`config.mk`:
```
export PLATFORM = sky130hd
export DESIGN_NAME = mem_delayed
export DESIGN_NICKNAME = d
export VERILOG_FILES = /design/src/rtl/mem_delayed.sv
export SDC_FILE = /design/constraint.sdc
export NUM_CORES = 2
export LEC_CHECK = 0
export CORE_MARGIN = 2
export CORE_UTILIZATION = 43
export CTS_CLUSTER_SIZE = 24
export DETAILED_ROUTE_END_ITERATION = 8
export SYNTH_ARGS = -nofsm -noshare
export SYNTH_HDL_FRONTEND = slang
export SYNTH_SLANG_ARGS = --single-unit
export TNS_END_PERCENT = 50
```
`constraint.sdc`:
```
create_clock -name clk -period 4.94 [get_ports clk]
set_input_delay 0.494 -clock clk [delete_from_list [all_inputs] [get_ports clk]]
set_output_delay 0.494 -clock clk [all_outputs]
set_load 0.05 [all_outputs]
```
`src/rtl/mem_delayed.sv`:
```
// Word-addressed data memory with a fixed access latency and a req/ack handshake.
// One access in flight at a time; o_busy backpressures the requester.
module mem_delayed #(
  parameter int WIDTH   = 16,
  parameter int DEPTH   = 256,
  parameter int LATENCY = 4
) (
  input  logic             clk,
  input  logic             rst,
  input  logic             i_rd_req,
  input  logic             i_wr_req,
  input  logic [15:0]      i_addr,
  input  logic [WIDTH-1:0] i_wr_data,
  output logic [WIDTH-1:0] o_rd_data,
  output logic             o_ack,
  output logic             o_busy,
  output logic             o_oob_err
);

  localparam logic [0:0] ST_IDLE  = 1'b0;
  localparam logic [0:0] ST_WAIT  = 1'b1;
  localparam int         AW       = (DEPTH > 1) ? $clog2(DEPTH) : 1;
  localparam logic [3:0] CNT_INIT = 4'(LATENCY - 1);

  logic [0:0]       r_state;
  logic [3:0]       r_cnt;
  logic [15:0]      r_addr;
  logic [WIDTH-1:0] r_wdata;
  logic             r_is_wr;
  logic [WIDTH-1:0] r_mem [DEPTH];

  logic             w_in_range;
  logic             w_done;
  logic [AW-1:0]    w_idx;

  // Full 16-bit compare so high addresses never alias into the array.
  assign w_in_range = ({16'd0, r_addr} < 32'(DEPTH));
  assign w_done     = (r_state == ST_WAIT) && (r_cnt == 4'd0);
  assign w_idx      = r_addr[AW-1:0];
  assign o_busy     = (r_state == ST_WAIT);

  always_ff @(posedge clk or posedge rst) begin
    if (rst) begin
      r_state   <= ST_IDLE;
      r_cnt     <= 4'd0;
      r_addr    <= 16'd0;
      r_wdata   <= '0;
      r_is_wr   <= 1'b0;
      o_rd_data <= '0;
      o_ack     <= 1'b0;
      o_oob_err <= 1'b0;
    end else begin
      o_ack     <= 1'b0;
      o_oob_err <= 1'b0;
      case (r_state)
        ST_IDLE: begin
          if (i_rd_req || i_wr_req) begin
            r_addr  <= i_addr;
            r_wdata <= i_wr_data;
            r_is_wr <= i_wr_req;   // write wins over a simultaneous read
            r_cnt   <= CNT_INIT;
            r_state <= ST_WAIT;
          end
        end
        ST_WAIT: begin
          if (r_cnt != 4'd0) begin
            r_cnt <= r_cnt - 4'd1;
          end else begin
            o_ack     <= 1'b1;
            o_oob_err <= !w_in_range;
            if (!r_is_wr)
              o_rd_data <= w_in_range ? r_mem[w_idx] : '0;
            r_state   <= ST_IDLE;
          end
        end
        default: r_state <= ST_IDLE;
      endcase
    end
  end

  // Array is not reset; w_done is gated by the reset state so aborted writes never land.
  always_ff @(posedge clk) begin
    if (w_done && r_is_wr && w_in_range)
      r_mem[w_idx] <= r_wdata;
  end

endmodule

```
# Word-level counts from Yosys, hierarchy flattened
# Memory sizes are Yosys's and may differ from the RTL's.
# Cells that the tools add are included.
# totals
elab_cells,39
romBits,0
ram_bits,4096
n_memories,1
latch_bits,0
regBits,56
# mem_list
memory,depth,width,rd,rd_ports_with_merged_regs,wr,line_no,text
r_mem,256,16,1,0,1,30,logic [WIDTH-1:0] r_mem [DEPTH];
# classes
shift,0
reduce_logical,10
n_lt_le_gt_ge,1
n_mul,0
n_addsub,1
bitwise,3
n_eq_ne,2
mux,13
div_mod_pow,0
# ops
operator,n
"less-than comparator 16 x 9 -> 1 bit, second input constant",1
2-to-1 mux 16 bit,1
2-to-1 mux 1 bit,8
2-to-1 mux 4 bit,2
case mux 4 bit (2 select lines),1
logical NOT 4 bit,1
AND reduction 2 bit,2
nonzero test 4 bit,1
"subtractor 4 x 1 -> 4 bit, second input constant",1
logical AND 1 bit,3
inverter 1 bit,3
AND reduction 3 bit,1
"inequality test 2 x 1 -> 1 bit, second input constant",1
"inequality test 2 bit, second input constant",1
case mux 1 bit (2 select lines),1
logical NOT 1 bit,1
logical OR 1 bit,1

# Depth between registers and ports, before layout
# logic_depth
ltp_word,6
depth_mapped,12

# Worst setup path after synthesis
# OpenSTA, ideal clock, no wires.
# synth_timing
kind,register to register
start,register r_wdata[0]
end,"memory r_mem[0][0], data pin"
synth_period_minus_slack_ps,3982
n_path_buf,0
path_stages_with_launch,1
setup_slack_ps,958
arrival_time_ps,3179
cell_sequence,dfrtp_1
# synth_rtl
element,line_no,text
from (decl),28,logic [WIDTH-1:0] r_wdata;
from (signal assigned),59,r_wdata <= i_wr_data;
to (decl),30,
# No word-level cell before the write port.

# Worst setup path after layout
# layout_timing
start,register r_addr[0]
end,register o_rd_data[13]
# layout_between
elab_chain_len,2
elab_cells_between_ends,3
cone_classes,1 x order compare; 1 x mux; 1 x memory
# layout_lines
element,line_no,text
from (decl),27,logic [15:0] r_addr;
from (signal assigned),58,r_addr <= i_addr;
memory (256 x 16 bit) / less-than comparator 16 x 9 -> 1 bit (equally long branches),n/a,
2-to-1 mux 16 bit *,72,o_rd_data <= w_in_range ? r_mem[w_idx] : '0;
to (signal assigned),72,
to (decl),14,"output logic [WIDTH-1:0] o_rd_data,"
# Every way passes the cells marked *; elsewhere a longest branch is shown, timed or not.
# A chain may end at the register's enable or synchronous reset.

==> impl_results.md <==
- Mapped Area: 160000 µm²
- Yosys warns: 0
- Synth top area share: 0.770
- H-tree levels: 5
- Post-synthesis sequential area ratio: 0.779
- Flops & latches, synth: ~4200
- Final core occ: 0.495
- Final worst path period need: between 4000 and 5000 ps
- Main flop type after synthesis: edfxtp_1
- Total Routed Length: 440 mm
- Vias/cell: about 6
- Number of enable flip-flop cells after synthesis: between 4000 and 5000
- Initial core utilization: 0.432
- Ys async rst share: 0.0135
- Largest cells by area after synthesis: edfxtp_1, mux4_2, mux2i_1
- Hold Crit Start: i_wr_data[2]
- Setup Fix Bufs, Post-CTS: 0
- Placed insts: 12400
- R2R Setup Slk: around 190 ps
- Synthesized Nets: around 7400
- FILL cells: ~29000
- Cells on worst reg2reg path: 9
- # rows: roughly 220
- Worst-path cell chain: buf_12 > buf_12 > mux4_2 > nand3_1 > nand3_1 > a311oi_1 > nand4_1 > a2111oi_1 > a211oi_1
- Worst path required time: a little under 6000 ps
- Met3 Wirelength: 34.8 mm
- DR WL/cell: around 33 µm
- Port Buf Inserts: between 50 and 60
- Pin count of the biggest net entering global routing: around 180
- IO Count: 55
- Core Box Area: about 370000 µm²
- Slew Viols, Final: 0
- Slew HR: 0.133
- Worst-case clock buffer depth: 4
- Vias in the first global route: approximately 79000
- Final setup TNS: 0 ps
- Crit path kind: flip-flop to flip-flop
- Share of layout cells above drive strength 1: 0.274
- Final-report hold violation count: 0
- Chip Height: 613 µm
- DRC viols: 0
- CTS Buf Count: around 420
- Final RePlAce weighted congestion: around 0.9
- Die X: between 600 and 700 µm
- First-pass GRT wire length: ~620 mm
- Worst EP arrival: 5580 ps
- Synth cell types: 52
- Min-Delay Path Depth: 2
- Tot GR Track Use: 0.231
- Worst Skew: roughly 80 ps
- Clk_lat worst skew: 1000 ps
- Static leakage: around 57 nW
- Wl on met1: roughly 170 mm
- Initial antenna violation count: 26
- Cell taking the most area after synthesis: edfxtp_1
- Hold path endpoint: r_wdata[2]
- Synth Instances: ~7300
- FF+latch area: 124000 µm²
- RSZ-0062 raised after global routing: no
- DRT Pass-1 Iters: 6
- TritonCTS sink count: slightly above 4000
- Uppermost layer routed: met5
- Die ar.: about 380000 µm²
- Final Power: around 110 mW
- Syn_area_per_cell: 21.7 µm²
- CP Capture Type: flip-flop
- CTS tree: built
- Clk slew on worst S/H paths: 60 ps
- Max-Cap Viols: 0
- Root buffer cell: clkbuf_16
- Critical path's largest stage delay: 870 ps
- Post-Layout Cell Count: between 10000 and 15000
- Hold Path Class: input pin to flip-flop
- Multi-input gate area: around 33000 µm²
- Maximum net fanout on the critical path: 54
- DRT iter0 DRCs: approximately 11000
- Worst vdd ir: 0.000533 V
- Final Net Count: 7899
- Pwr dens: roughly 610 nW/µm²
- Fmax: 210 MHz
- Setup crit start kind: flip-flop
- Reg-to-Reg Start: r_addr[0]
- Slowest CP cell: a2111oi_1
- Area delta synth->final: 14.5%
- Detailed placer's ending HPWL: ~260 mm
- R2R Path End: o_rd_data[13]
- Met2 Wirelength: 210 mm
- Total grt overflow: 0
- Post-route antenna net violation count: 0
- Status: finished, final reports clean
- Final setup viols: 0
- Period utilisation layout: 0.962
- Slew @ Worst Pin: between 1000 and 1500 ps
- DR vias: between 70000 and 80000
sequential cells by signal, summed over array words and instances, names as in the netlist:
| name | flops |
|---|---|
| o_rd_data | 16 |
| o_ack | 1 |
| r_cnt | 4 |
| r_addr | 16 |
| o_busy | 1 |
| r_wdata | 16 |
| r_mem | 4096 |
| o_oob_err | 1 |
| r_is_wr | 1 |
placed cells by master (no fill, tap or decap), types with 32 or more instances in the layout:
| cell | netlist | layout |
|---|---|---|
| mux2_2 | 114 | 114 |
| a221oi_1 | 34 | 34 |
| a22o_1 | 32 | 32 |
| nand4_1 | 48 | 48 |
| buf_12 | 0 | 58 |
| dfrtp_1 | 56 | 33 |
| clkbuf_1 | 215 | 76 |
| nor2_1 | 286 | 267 |
| edfxtp_1 | 4096 | 4096 |
| mux4_2 | 943 | 943 |
| nand3_1 | 205 | 201 |
| a22oi_1 | 96 | 96 |
| o21ai_0 | 64 | 64 |
| buf_4 | 28 | 436 |
| clkinv_1 | 1 | 96 |
| clkdlybuf4s50_1 | 0 | 54 |
| mux2i_1 | 289 | 289 |
| a31oi_1 | 66 | 66 |
| a21oi_1 | 128 | 128 |
| clkbuf_16 | 0 | 423 |
| o22ai_1 | 46 | 46 |
| bufinv_16 | 0 | 45 |
| nand2_1 | 141 | 129 |
| clkinv_2 | 0 | 85 |
metrics by stage:
step / cell area [µm²] / hold WS, ps / setup slack [ps]
after floorplan: 160000 / 470 / 958
after global placement: 169000 / 489 / -70.4
after detailed placement: 169000 / 491 / -124
after CTS: 183000 / 90.4 / 143
after global routing: 183000 / 122 / 72.1
final: 183000 / 149 / 189
how the worst max path moves through the flow:
stage	end	slack, ps	depth (start not counted)	from
floorplan	r_mem[0][0]	960	0	r_wdata[0]
global placement	o_rd_data[13]	-70	8	r_addr[0]
detailed placement	o_rd_data[13]	-120	8	r_addr[0]
CTS	o_rd_data[13]	140	8	r_addr[0]
global route	o_rd_data[8]	70	9	r_addr[0]
finish	o_rd_data[13]	190	9	r_addr[0]
critical path, delay by kind of cell, from the launching register on:
kind / cells / cell delay, ps
muxes: 1 / 570
buffers and inverters: 2 / 770
and+or+nand+nor: 3 / 650
AOI/OAI and AO/OA: 3 / 1730
DFF: 1 / 780
kinds of logic after synthesis:
family / Yosys count / synth area share
multiplexers: 1346 / 0.159
XOR/XNOR: 2 / 0.000110
adder cells (fa/ha/maj): 1 / 0.0000784
buffers and inverters: 458 / 0.0132
AO/OA/AOI/OAI: 623 / 0.0262
flip-flops: 4152 / 0.779
AND/OR/NAND/NOR: 765 / 0.0220
layout make-up:
class,instances,share of cell area
flip-flops and latches,4152,0.681
multi-input cells,2737,0.182
clock buffers,511,0.0604
well taps,4950,0.0339
repair buffers,549,0.0273
clock inverters,269,0.0145
diodes,14,0.000192
inverters,5,0.000110
cells in the mapped netlist (26+ instances only):
master / number
nand4_1: 48
a22oi_1: 96
buf_2: 156
o22ai_1: 46
nand3_1: 205
mux2i_1: 289
mux2_2: 114
a22o_1: 32
nand2_1: 141
a31oi_1: 66
o21ai_0: 64
dfrtp_1: 56
a221oi_1: 34
clkbuf_1: 215
a21oi_1: 128
buf_1: 43
buf_4: 28
mux4_2: 943
edfxtp_1: 4096
nor2b_1: 26
nor2_1: 286
power breakdown:
group | total [mW] | switching, mW | internal (mW)
Sequential | 46.2 | 1.99 | 44.2
Combinational | 33.0 | 21.7 | 11.3
Clock | 31.6 | 13.4 | 18.3
Total | 111 | 37.1 | 73.7
metal layers:
| layer | vias to the layer above | GRT usage |
|---|---|---|
| met3 | 732 | 0.0338 |
| met5 | - | 0 |
| met4 | 12 | 0.0957 |
| li1 | 32000 | - |
| met1 | 43200 | 0.322 |
| met2 | 4009 | 0.368 |
what timing repair did:
action | 4_1_cts | 5_1_grt
endpoints found under the setup margin | 1 | 0
endpoints found under the hold margin | 19 | 0
gates resized for setup | 1 | 0
hold buffers | 1 | 0
No activity file was read; power rests on OpenSTA's default activity.
